===== src/rtl/mul_pkg.sv =====
// rtl/mul_pkg.sv - shared constants and state encoding for the shift-add multiplier
// Purpose: operand width, iteration counter width, FSM state encoding and the
//          two's-complement magnitude helper used by the multiplier top.
// Ports:   none (package).
package mul_pkg;

  localparam int WIDTH = 32;
  localparam int CNT_W = $clog2(WIDTH);

  typedef enum logic [2:0] {
    IDLE = 3'd0,
    PREP = 3'd1,
    MUL  = 3'd2,
    FIX  = 3'd3,
    DONE = 3'd4
  } state_t;

  // Magnitude of a 32-bit operand. With is_signed set, -2^31 maps to 2^31,
  // which is still representable as an unsigned 32-bit value.
  function automatic logic [WIDTH-1:0] magnitude(input logic [WIDTH-1:0] x,
                                                 input logic is_signed);
    if (is_signed && x[WIDTH-1]) return ~x + 1'b1;
    return x;
  endfunction

endpackage


===== src/rtl/cla_shift_add_multiplier_cla.sv =====
// rtl/cla_shift_add_multiplier_cla.sv - 32-bit carry look-ahead adder
// Purpose: combinational sum = a + b + cin built from eight 4-bit look-ahead
//          groups; the group carry-out feeds the next group's carry-in.
// Ports:   a, b (32) addends; cin carry in; sum (32); cout carry out.
module CLA32bit (
  input  logic [31:0] a,
  input  logic [31:0] b,
  input  logic        cin,
  output logic [31:0] sum,
  output logic        cout
);

  logic [31:0] g;
  logic [31:0] p;
  logic [32:0] c;

  assign g = a & b;
  assign p = a ^ b;

  always_comb begin
    c    = '0;
    c[0] = cin;
    for (int k = 0; k < 8; k++) begin
      c[4*k+1] = g[4*k] | (p[4*k] & c[4*k]);
      c[4*k+2] = g[4*k+1] | (p[4*k+1] & g[4*k]) | (p[4*k+1] & p[4*k] & c[4*k]);
      c[4*k+3] = g[4*k+2] | (p[4*k+2] & g[4*k+1]) | (p[4*k+2] & p[4*k+1] & g[4*k])
               | (p[4*k+2] & p[4*k+1] & p[4*k] & c[4*k]);
      c[4*k+4] = g[4*k+3] | (p[4*k+3] & g[4*k+2]) | (p[4*k+3] & p[4*k+2] & g[4*k+1])
               | (p[4*k+3] & p[4*k+2] & p[4*k+1] & g[4*k])
               | (p[4*k+3] & p[4*k+2] & p[4*k+1] & p[4*k] & c[4*k]);
    end
  end

  assign sum  = p ^ c[31:0];
  assign cout = c[32];

endmodule


===== src/rtl/cla_shift_add_multiplier.sv =====
// rtl/cla_shift_add_multiplier.sv - sequential 32x32->64 shift-add multiplier
// Purpose: one partial-product add per cycle through a CLA32bit instance;
//          signed operands are reduced to magnitudes and the sign is restored
//          at the end. Latency from accept to out_valid is WIDTH+2 cycles.
// Ports:   clk, rst_n (async active-low);
//          in_valid/in_ready, a, b, in_signed  - operation input handshake;
//          out_valid/out_ready, product        - result handshake;
//          busy                                - high whenever not IDLE.
module cla_shift_add_multiplier
  import mul_pkg::*;
(
  input  logic               clk,
  input  logic               rst_n,
  input  logic               in_valid,
  output logic               in_ready,
  input  logic [WIDTH-1:0]   a,
  input  logic [WIDTH-1:0]   b,
  input  logic               in_signed,
  output logic               out_valid,
  input  logic               out_ready,
  output logic [2*WIDTH-1:0] product,
  output logic               busy
);

  state_t state, state_next;

  logic [WIDTH-1:0] a_reg;    // raw multiplicand, then its magnitude from PREP on
  logic [WIDTH-1:0] b_reg;
  logic             sgn;
  logic             neg;
  logic [WIDTH-1:0] acc_hi;
  logic [WIDTH-1:0] acc_lo;   // starts as |b|; shifted out as product bits shift in
  logic [CNT_W-1:0] cnt;

  logic [WIDTH-1:0] add_b;
  logic [WIDTH-1:0] add_sum;
  logic             add_cout;

  assign add_b = acc_lo[0] ? a_reg : '0;

  CLA32bit u_cla (
    .a    (acc_hi),
    .b    (add_b),
    .cin  (1'b0),
    .sum  (add_sum),
    .cout (add_cout)
  );

  always_ff @(posedge clk or negedge rst_n) begin
    if (!rst_n) state <= IDLE;
    else        state <= state_next;
  end

  always_comb begin
    state_next = state;
    in_ready   = 1'b0;
    out_valid  = 1'b0;
    busy       = 1'b1;
    case (state)
      IDLE: begin
        in_ready = 1'b1;
        busy     = 1'b0;
        if (in_valid) state_next = PREP;
      end
      PREP: state_next = MUL;
      MUL:  if (cnt == CNT_W'(WIDTH - 1)) state_next = FIX;
      FIX:  state_next = DONE;
      DONE: begin
        out_valid = 1'b1;
        if (out_ready) state_next = IDLE;
      end
      default: state_next = IDLE;
    endcase
  end

  always_ff @(posedge clk or negedge rst_n) begin
    if (!rst_n) begin
      a_reg   <= '0;
      b_reg   <= '0;
      sgn     <= 1'b0;
      neg     <= 1'b0;
      acc_hi  <= '0;
      acc_lo  <= '0;
      cnt     <= '0;
      product <= '0;
    end else begin
      case (state)
        IDLE: if (in_valid) begin
          a_reg <= a;
          b_reg <= b;
          sgn   <= in_signed;
        end
        PREP: begin
          a_reg  <= magnitude(a_reg, sgn);
          acc_lo <= magnitude(b_reg, sgn);
          acc_hi <= '0;
          neg    <= sgn & (a_reg[WIDTH-1] ^ b_reg[WIDTH-1]);
          cnt    <= '0;
        end
        MUL: begin
          // The adder carry becomes the new top bit, so the accumulator never overflows.
          {acc_hi, acc_lo} <= {add_cout, add_sum, acc_lo[WIDTH-1:1]};
          cnt              <= cnt + 1'b1;
        end
        FIX: product <= neg ? (~{acc_hi, acc_lo} + 1'b1) : {acc_hi, acc_lo};
        default: ;
      endcase
    end
  end

endmodule


===== config.mk =====
export PLATFORM = sky130hd
export DESIGN_NAME = cla_shift_add_multiplier
export DESIGN_NICKNAME = d
export VERILOG_FILES = /design/src/rtl/mul_pkg.sv /design/src/rtl/cla_shift_add_multiplier_cla.sv /design/src/rtl/cla_shift_add_multiplier.sv
export SDC_FILE = /design/constraint.sdc
export NUM_CORES = 1
export LEC_CHECK = 0
export CAP_MARGIN = 0
export CORE_MARGIN = 2
export CORE_UTILIZATION = 25
export DETAILED_ROUTE_END_ITERATION = 10
export GPL_TIMING_DRIVEN = 0
export PLACE_DENSITY_LB_ADDON = 0.2
export SYNTH_ARGS = -nofsm -noshare
export SYNTH_HDL_FRONTEND = slang
export SYNTH_HIERARCHICAL = 1
export SYNTH_SLANG_ARGS = --single-unit

===== constraint.sdc =====
create_clock -name clk -period 9.3 [get_ports clk]
set_input_delay 0.93 -clock clk [delete_from_list [all_inputs] [get_ports clk]]
set_output_delay 0.93 -clock clk [all_outputs]
set_load 0.005 [all_outputs]

# --- After elaboration in Yosys (flattened, before gate mapping) ---
# Cells that the tools add are included.
totals:
  reg_bits: 202
  output_inout_bits: 67
op_classes:
  addsub: 4
  n_eq_ne: 9
  n_mux: 22
  n_bitwise: 205
  n_reduce_logical: 8
ops:
  columns: ["op", "count"]
  rows:
  - ["32-bit two-way mux", 6]
  - ["32-bit case mux with 2 select lines", 3]
  - ["1-bit bitwise AND", 122]
  - ["1-bit OR", 76]
  - ["32-bit by 1-bit adder with 32-bit output, second input constant", 2]
  - ["64-bit by 1-bit adder with 64-bit output, second input constant", 1]
  - ["64-bit two-way mux", 1]
  - ["32-bit inverter", 2]
  - ["64-bit inverter", 1]
  - ["32-bit bitwise XOR", 2]
  - ["32-bit bitwise AND", 1]
  - ["3-bit case mux with 5 select lines", 1]
  - ["5-bit case mux with 2 select lines", 1]
  - ["3-bit two-way mux", 3]
  - ["2-bit != test, second input constant", 4]
  - ["1-bit two-way mux", 7]
  - ["3-bit by 2-bit == test with 1-bit output, second input constant", 2]
  - ["3-bit AND reduction", 2]
  - ["5-bit by 1-bit adder with 5-bit output, second input constant", 1]
  - ["5-bit == test, second input constant", 1]
  - ["2-bit nonzero test", 2]
  - ["3-bit by 1-bit == test with 1-bit output, second input constant", 1]
  - ["3-bit == test, second input constant", 1]
  - ["3-bit zero test", 1]
  - ["other kinds (3)", 4]

# --- Logic depth before layout (Yosys ltp) ---
# Gate-level depths: netlist of run 1.
depth:
  ltp_word: 22
  mapped_depth: 13
  mapped_depth_nobuf: 12

# --- By module ---
# The synthesis of run 1 kept the hierarchy.
by_module_without_submodules:
  columns: ["mod", "n_inst", "cells_each", "area_per_inst_um2", "seq_area_each_um2"]
  rows:
  - ["cla_shift_add_multiplier", 1, 1113, 10622.7, 5054.8]
  - ["CLA32bit", 1, 153, 1303.8, 0.0]

# --- Worst setup path after synthesis of run 1 ---
# No wires, ideal clock.
synth_path:
  path_kind: "register to register"
  from: "reg acc_lo[0]"
  to: "reg acc_hi[28]"
  t_arrival_ns: 2.933
  slack_ns: 6.246
  stages_incl_launch_ff: 13
  n_path_buf: 2
  synth_period_minus_slack_ns: 3.054
  cell_sequence: "dfrtp_1 clkbuf_1 clkbuf_1 and2_1 ha_1 a21o_1 a21oi_1 and2b_2 a311oi_4 o21ai_0 fa_1 xor2_1 a22o_1"
synth_between:
  elab_cells_between_ends: 81
  classes_between: "mux (2); bitwise (79)"
synth_lines:
  columns: ["element", "line", "source"]
  rows:
  - ["start, declared", "cla_shift_add_multiplier.sv:32", "logic [WIDTH-1:0] acc_lo;"]
  - ["start signal, assigned", "cla_shift_add_multiplier.sv:95", "acc_lo <= magnitude(b_reg, sgn);"]
  - ["start signal, assigned", "cla_shift_add_multiplier.sv:102", "{acc_hi, acc_lo} <= {add_cout, add_sum, acc_lo[WIDTH-1:1]};"]
  - ["32-bit two-way mux (*)", "cla_shift_add_multiplier.sv:39", "assign add_b = acc_lo[0] ? a_reg : '0;"]
  - ["net add_b[21]", "cla_shift_add_multiplier.sv:35", "logic [WIDTH-1:0] add_b;"]
  - ["32-bit bitwise AND / 32-bit bitwise XOR (equally long branches)", "cla_shift_add_multiplier_cla.sv:17, cla_shift_add_multiplier_cla.sv:18", null]
  - ["1-bit bitwise AND, on equally long branches", "cla_shift_add_multiplier_cla.sv:28, cla_shift_add_multiplier_cla.sv:29, cla_shift_add_multiplier_cla.sv:30", null]
  - ["1-bit OR (tied with other cells)", "cla_shift_add_multiplier_cla.sv:28", "c[4*k+4] = g[4*k+3] | (p[4*k+3] & g[4*k+2]) | (p[4*k+3] & p[4*k+2] & g[4*k+1])"]
  - ["1-bit OR / 1-bit bitwise AND (equally long branches)", "cla_shift_add_multiplier_cla.sv:29, cla_shift_add_multiplier_cla.sv:30", null]
  - ["1-bit OR (*)", "cla_shift_add_multiplier_cla.sv:30", "| (p[4*k+3] & p[4*k+2] & p[4*k+1] & p[4*k] & c[4*k]);"]
  - ["1-bit bitwise AND (*)", "cla_shift_add_multiplier_cla.sv:30", null]
  - ["1-bit OR (*)", "cla_shift_add_multiplier_cla.sv:30", null]
  - ["1-bit bitwise AND (*)", "cla_shift_add_multiplier_cla.sv:24", "c[4*k+1] = g[4*k] | (p[4*k] & c[4*k]);"]
  - ["1-bit OR (*)", "cla_shift_add_multiplier_cla.sv:24", null]
  - ["32-bit bitwise XOR (*)", "cla_shift_add_multiplier_cla.sv:34", "assign sum = p ^ c[31:0];"]
  - ["net add_sum[29]", "cla_shift_add_multiplier.sv:36", "logic [WIDTH-1:0] add_sum;"]
  - ["32-bit case mux with 2 select lines (*)", "cla_shift_add_multiplier.sv:87", "case (state)"]
  - ["end signal, assigned", "cla_shift_add_multiplier.sv:102", null]
  - ["end, declared", "cla_shift_add_multiplier.sv:31", "logic [WIDTH-1:0] acc_hi;"]
# Mark *: on every way through the listed nets, which the timed path passes. The rest lies on a longest branch.
# A chain may end at the register's enable or synchronous reset.

# --- Worst setup path in the final report of run 1 ---
layout_path:
  from: "reg acc_lo[0]"
  to: "reg acc_hi[28]"
layout_between:
  elab_cells_between_ends: 81
  classes_between: "mux (2); bitwise (79)"
layout_lines:
  columns: ["element", "line", "source"]
  rows:
  - ["32-bit two-way mux (*)", "cla_shift_add_multiplier.sv:39", null]
  - ["net add_b[1]", "cla_shift_add_multiplier.sv:35", null]
  - ["32-bit bitwise AND / 32-bit bitwise XOR (equally long branches)", "cla_shift_add_multiplier_cla.sv:17, cla_shift_add_multiplier_cla.sv:18", null]
  - ["1-bit bitwise AND, on equally long branches", "cla_shift_add_multiplier_cla.sv:28, cla_shift_add_multiplier_cla.sv:29", null]
  - ["1-bit OR / 1-bit bitwise AND (equally long branches)", "cla_shift_add_multiplier_cla.sv:28, cla_shift_add_multiplier_cla.sv:29", null]
  - ["1-bit OR (*)", "cla_shift_add_multiplier_cla.sv:29", "| (p[4*k+3] & p[4*k+2] & p[4*k+1] & g[4*k])"]
  - ["1-bit bitwise AND (*)", "cla_shift_add_multiplier_cla.sv:30", null]
  - ["1-bit OR (*)", "cla_shift_add_multiplier_cla.sv:30", null]
  - ["(+7 left out)", null, null]
  - ["1-bit OR (*)", "cla_shift_add_multiplier_cla.sv:30", null]
  - ["1-bit bitwise AND (*)", "cla_shift_add_multiplier_cla.sv:30", null]
  - ["1-bit OR (*)", "cla_shift_add_multiplier_cla.sv:30", null]
  - ["1-bit bitwise AND (*)", "cla_shift_add_multiplier_cla.sv:24", null]
  - ["1-bit OR (*)", "cla_shift_add_multiplier_cla.sv:24", null]
  - ["32-bit bitwise XOR (*)", "cla_shift_add_multiplier_cla.sv:34", null]
  - ["net add_sum[29]", "cla_shift_add_multiplier.sv:36", null]
  - ["32-bit case mux with 2 select lines (*)", "cla_shift_add_multiplier.sv:87", null]
# Marks and branches as above.

==> impl_metrics.yaml, run 1 <==
layout:
  final_cell_area_um2: 15000
  largest_register_ffs: 64
  fillers: 5010
  final_nets: 1546
  largest-register: "product"
  post-route-util_pct: 31.6
  syn_to_final_growth_pct: 25.8
  drive_gt1_share_pct: 6.97
sta:
  relSlewSlack_pct: 23.9
  post-route-period-util_pct: 40.5
  period_minus_slack_ns: 3.77
  maxClockFrequency_mhz: 266
  rsz0062_at_grt: "no"
  fin_skew_ns: 0.0248
  finalSetupTns_ns: 0
  finalMaxSlewViolations: 0
  worst_slack_ns: 5.53
  finalHoldViolCount: 0
  worst_pin_slew_ns: 1.13
  setup_viol: 0
die:
  core_um2: 47400
  die-area_um2: 49500
  dieWidth_um: 222
  initial_core_util_pct: 25.1
  die_y_um: 222
  num_rows: 80
  io_pins: 136
clock_network:
  numCtsBuffers: 25
  cts_resized: 0
  numClockSinks: 202
  cts_tree: "done"
  cts_setup_buffers: 0
  clk_pin_slew_ns: 0.06
  cts.root.buffer_cell: "clkbuf_16"
  clk_latency_ns: 0.55
  hold_buffers: 0
  cts_max_path_buffers: 3
  htreeDepth: 1
grt:
  grt_pass1_vias: 10158
  overflow: 0
  grt_max_degree: 116
  grt_pass1_wl_mm: 61.5
  antenna_found_initial: 3
  grt_usage_pct: 15.8
drt:
  drtIter0Drc: 663
  totalWireLength_mm: 39.2
  avgRoutedWirePerCell_um: 19.0
  firstDrtPassIters: 6
  ant_nets: 0
  num_vias: 10226
  drc: 0
  routed_via_density: 4.94
yosys:
  synth_edf_count: 0
  ys_seq_area_share_pct: 42.4
  synth_xor_area_share_pct: 7.34
  synth_cell_types: 76
  postSynthCellCount: 1266
  synth_fa_ha_area_share_pct: 5.22
  yosys.area_share.simple_pct: 16.2
  synth_area_um2: 11900
  synth_area_leaders: "dfrtp_1, o21ai_0, xor2_1, ha_1, nand2_1"
  ys_warn_count: 6
  synth_top_cell_area_share_pct: 42.4
  async_flop_share_pct: 100
  avgSynthCellArea_um2: 9.42
  synth-seq-cells: 202
  ys.flop_type: "dfrtp_1"
  synth_compound_area_share_pct: 22.1
  synth_top_family_by_area: "compound AO/OA/AOI/OAI gates"
  synth_top_area_cell: "dfrtp_1"
  synthMuxAreaShare_pct: 3.66
power:
  leakagePower_uw: 0.00617
  p_clk_share_pct: 20.3
  p_sw_share_pct: 42.3
  ir_drop_uv: 145
  switching_power_uw: 2170
  comb_power_share_pct: 45.4
  power.internal_uw: 2960
  power_frac_seq_pct: 34.3
  powerDensity_nw_per_um2: 342
setup_path:
  crit_fanout: 10
  path_class: "flip-flop to flip-flop"
  cp-end-kind: "flip-flop"
  cp.required_ns: 9.73
  crit_path_start_kind: "flip-flop"
  critPathArrivalTime_ns: 4.19
place:
  dp_hpwl_mm: 30.8
  place_area_um2: 14100
  place_ws_ns: 5.52
  io_buffers: 135
  place_congestion: 0.860
min_path:
  hold_path.class: "input port to async pin"
flow_run:
  cap_violations: 0
run_status:
  outcome: "finished, final reports clean"
==> logic make-up after synthesis <==
| kind of cell | count (synthesis) |
|---|---|
| mux | 40 |
| other cells | 1 |
| compound gates | 404 |
| xor+xnor | 100 |
| buf+inv | 95 |
| flops | 202 |
| fa+ha+maj | 45 |
| simple gates | 379 |
==> critical path: stages, from the launching register on <==
cell and delay, ns:
dfrtp_1 0.50, clkbuf_1 0.32, inv_1 0.32, nor2_1 0.18
ha_1 0.29, o21ai_1 0.19, nor4_1 0.12, o21ai_1 0.25
nand4_2 0.18, a311oi_4 0.34, o21ai_0 0.19, fa_1 0.40
xor2_1 0.17, a22o_1 0.21
==> cell usage after synthesis, drive strengths merged (13+ instances only) <==
cell type  count
a22o          46
dfrtp        202
ha            37
clkbuf        61
or4           21
nor4          13
xor2          75
inv           22
or3           23
and2          32
nor2          67
a22oi         23
o31ai         21
a31oi         15
a21o          14
o21ai        154
o41ai         18
nor3          36
nand2        123
a21oi         60
nand3         17
xnor2         25
mux2          29
==> per-stage QoR <==
| step | hold WS, ns | cells | total power [uW] |
|---|---|---|---|
| finish | 0.437 | 2068 | 5130 |
| global route | 0.488 | 2065 | 5560 |
| CTS | 0.459 | 2065 | 5190 |
| detailed placement | 0.472 | 2020 | 4130 |
| global placement | 0.465 | 2018 | 4080 |
| floorplan | 0.449 | 1268 | 3140 |
==> worst paths after layout <==
kind	end	slack, ns	startpoint	cells past startpoint
max	acc_hi[28]	5.53	acc_lo[0]	13
min	b_reg[9]	0.44	rst_n	2
max reg2reg	acc_hi[28]	5.53	acc_lo[0]	13
min reg2reg	product[59]	0.47	product[59]	2
max in group asynchronous	acc_hi[19]	7.99	rst_n	3
min in group clk	product[59]	0.47	product[59]	2
==> power by group through the flow <==
stage / sequential (uW) / combinational (uW) / clock (uW)
4_1_cts: 1750 / 2360 / 1070
3_3_place_gp: 1750 / 2330 / 0
6_report: 1760 / 2330 / 1040
5_1_grt: 1830 / 2630 / 1100
3_5_place_dp: 1770 / 2360 / 0
2_1_floorplan: 1590 / 1540 / 0
==> layout by cell type, fill, tap and decap left out, drive strengths merged, types with 5 or more instances in the layout <==
master and count:
or2 9, a31oi 15, o31ai 21, nand2 123
buf 15, a211oi 10, a21o 14, o41ai 18
or3 23, and2 32, a21oi 60, a22o 46
fa 8, nand2b 8, and3 6, nand4 6
nor4 13, xor2 75, xnor2 25, clkinv 5
nand3 17, mux2 29, clkdlybuf4s50 134, inv 22
nor3 36, nor2 67, mux2i 11, o21ai 154
or4 21, a22oi 23, o22ai 9, clkbuf 97
dfrtp 202, ha 37
==> final cells by class <==
class	count	area (um2)	area share [%]
buffer	73	284	1.89
antenna	3	7.51	0.0501
clock buffer	36	727	4.85
tap	615	769	5.13
sequential	202	5050	33.7
clock inverter	9	149	0.993
multi-input combinational	971	6510	43.4
inverter	22	82.6	0.551
timing repair buffer	137	1410	9.41
==> routing by layer <==
metal	global-route usage [%]	wire [um]
met2	24.5	17300
met3	2.38	1810
met4	4.33	871
met5	0	0
met1	22.8	19200
Power figures use the tool's default switching activity.
==> run 2: changes to the inputs <==
==> constraint.sdc (replaced) <==
create_clock -name clk -period 3.5 [get_ports clk]
set_input_delay 0.35 -clock clk [delete_from_list [all_inputs] [get_ports clk]]
set_output_delay 0.35 -clock clk [all_outputs]
set_load 0.005 [all_outputs]
==> run 2 against run 1 <==
Compared with the run above: die area unchanged; cell count is essentially flat; sequential power rose to 2.7 times the previous value; critical path type unchanged.
==> impl_metrics.yaml, run 2 (synthesis gave the netlist of run 1 again) <==
setup_path:
  rr_endpoint: "acc_hi[28]"
  startpoint: "acc_lo[0]"
  reg2regPathDepth: 13
  cp_top_family: "compound AO/OA/AOI/OAI gates"
  crit_path_start_kind: "flip-flop"
  crit_fanout: 10
  cp_num_buf_inv: 2
  cp-end-kind: "flip-flop"
  path_class: "flip-flop to flip-flop"
  rrSetupSlack_ns: 0.14
  crit_cells: 13
  crit_slowest_cell: "dfrtp_2"
  rr_startpoint: "acc_lo[0]"
  cp-endpoint: "acc_hi[28]"
  crit_top_cell: "o21ai_1"
  critPathArrivalTime_ns: 3.79
  cpPeakStageDelay_ns: 0.44
  cp_cell_sequence: "clkbuf_4 > clkinvlp_4 > nor2_1 > ha_1 > o21ai_2 > nor4_2 > o21ai_1 > nand4_2 > a311oi_4 > o21ai_1 > fa_1 > xor2_1 > a22o_1"
  cp.required_ns: 3.93
die:
  die-area_um2: 49500
  num_rows: 80
  initial_core_util_pct: 25.1
  core_um2: 47400
  io_pins: 136
  dieWidth_um: 222
  die_y_um: 222
sta:
  period_minus_slack_ns: 3.36
  finalMaxSlewViolations: 0
  finalHoldViolCount: 0
  fin_skew_ns: 0.0237
  worst_pin_slew_ns: 1.13
  rsz0062_at_grt: "no"
  finalSetupTns_ns: 0
  worst_slack_ns: 0.137
  relSlewSlack_pct: 24.2
  maxClockFrequency_mhz: 297
  setup_viol: 0
  post-route-period-util_pct: 96.1
  holdWs_ns: 0.368
place:
  dp_hpwl_mm: 30.8
  place_congestion: 0.860
  place_area_um2: 14100
  io_buffers: 135
  place_ws_ns: -0.281
drt:
  firstDrtPassIters: 5
  totalWireLength_mm: 39.3
  num_vias: 10237
  drtIter0Drc: 681
  ant_nets: 0
  drc: 0
  avgRoutedWirePerCell_um: 19.0
  routed_via_density: 4.95
grt:
  grt_pass1_vias: 10172
  grt_pass1_wl_mm: 61.6
  grt_max_degree: 116
  grt_usage_pct: 15.8
  antenna_found_initial: 3
  overflow: 0
clock_network:
  clk_pin_slew_ns: 0.06
  htreeDepth: 1
  cts_tree: "done"
  cts.root.buffer_cell: "clkbuf_16"
  clk_latency_ns: 0.55
  cts_max_path_buffers: 3
  numClockSinks: 202
  numCtsBuffers: 25
power:
  powerDensity_nw_per_um2: 909
  leakagePower_uw: 0.00619
  ir_drop_uv: 384
  p_total_uw: 13700
layout:
  syn_to_final_growth_pct: 26.2
  drive_gt1_share_pct: 7.64
  final_cell_area_um2: 15100
  final_cell_mix: "dfrtp_1, o21ai_0, clkdlybuf4s50_1"
  fillers: 5005
  final-seq-area_um2: 5060
  largest-register: "product"
  multi_input_area_um2: 6540
  final_nets: 1548
  largest_register_ffs: 64
  final_common_cell: "dfrtp_1"
flow_run:
  cap_violations: 0
run_status:
  outcome: "finished, final reports clean"
min_path:
  hold_path.class: "input port to flip-flop"
-- run 2: repair_timing --
item / 4_1_cts / 5_1_grt
setup buffers: 1 / 0
gates resized for setup: 4 / 11
hold buffers: 1 / 0
pin swaps: 0 / 2
endpoints found under the setup margin: 12 / 4
endpoints found under the hold margin: 114 / 0
-- run 2: where the power goes --
| group | internal (uW) | switching, uW | total [uW] |
|---|---|---|---|
| registers | 3350 | 1330 | 4680 |
| logic | 2820 | 3420 | 6230 |
| clock network | 1730 | 1040 | 2770 |
| total | 7890 | 5790 | 13700 |
-- run 2: metrics by stage --
stage / std cells / util (%)
2_1_floorplan: 1268 / -
3_3_place_gp: 2018 / 29.6
3_5_place_dp: 2020 / 29.7
4_1_cts: 2067 / 31.6
5_1_grt: 2067 / 31.7
6_report: 2070 / 31.7
-- run 2: cell type report --
cell class              count  share of cell area, %
inverters                  22                  0.573
multi-input cells         971                   43.5
clock inverters             9                  0.989
repair buffers            139                   9.49
well taps                 615                   5.11
clock buffers              36                   4.83
flip-flops and latches    202                   33.6
plain buffers              73                   1.93
diodes                      3                 0.0499
-- run 2: tightest hold or removal path, delay by kind of cell --
kind | cells | cell delay [ns]
compound gates | 1 | 0.07
buf+inv | 1 | 0.40
simple gates | 1 | 0.06
-- run 2: layer usage --
layer / global-route usage (%) / vias up / share of wire, %
li1: - / 5013 / -
met1: 22.8 / 4958 / 49
met2: 24.5 / 217 / 44
met3: 2.38 / 49 / 4.3
met4: 4.33 / 0 / 2.2
met5: 0 / - / 0
-- run 2: worst min-delay path by stage --
stage | to | cells past startpoint | from
finish | a_reg[1] | 3 | a[1]
global route | a_reg[0] | 3 | a[0]
CTS | a_reg[1] | 3 | a[1]
detailed placement | b_reg[9] | 2 | rst_n
global placement | product[25] | 2 | product[25]
floorplan | a_reg[0] | 0 | rst_n
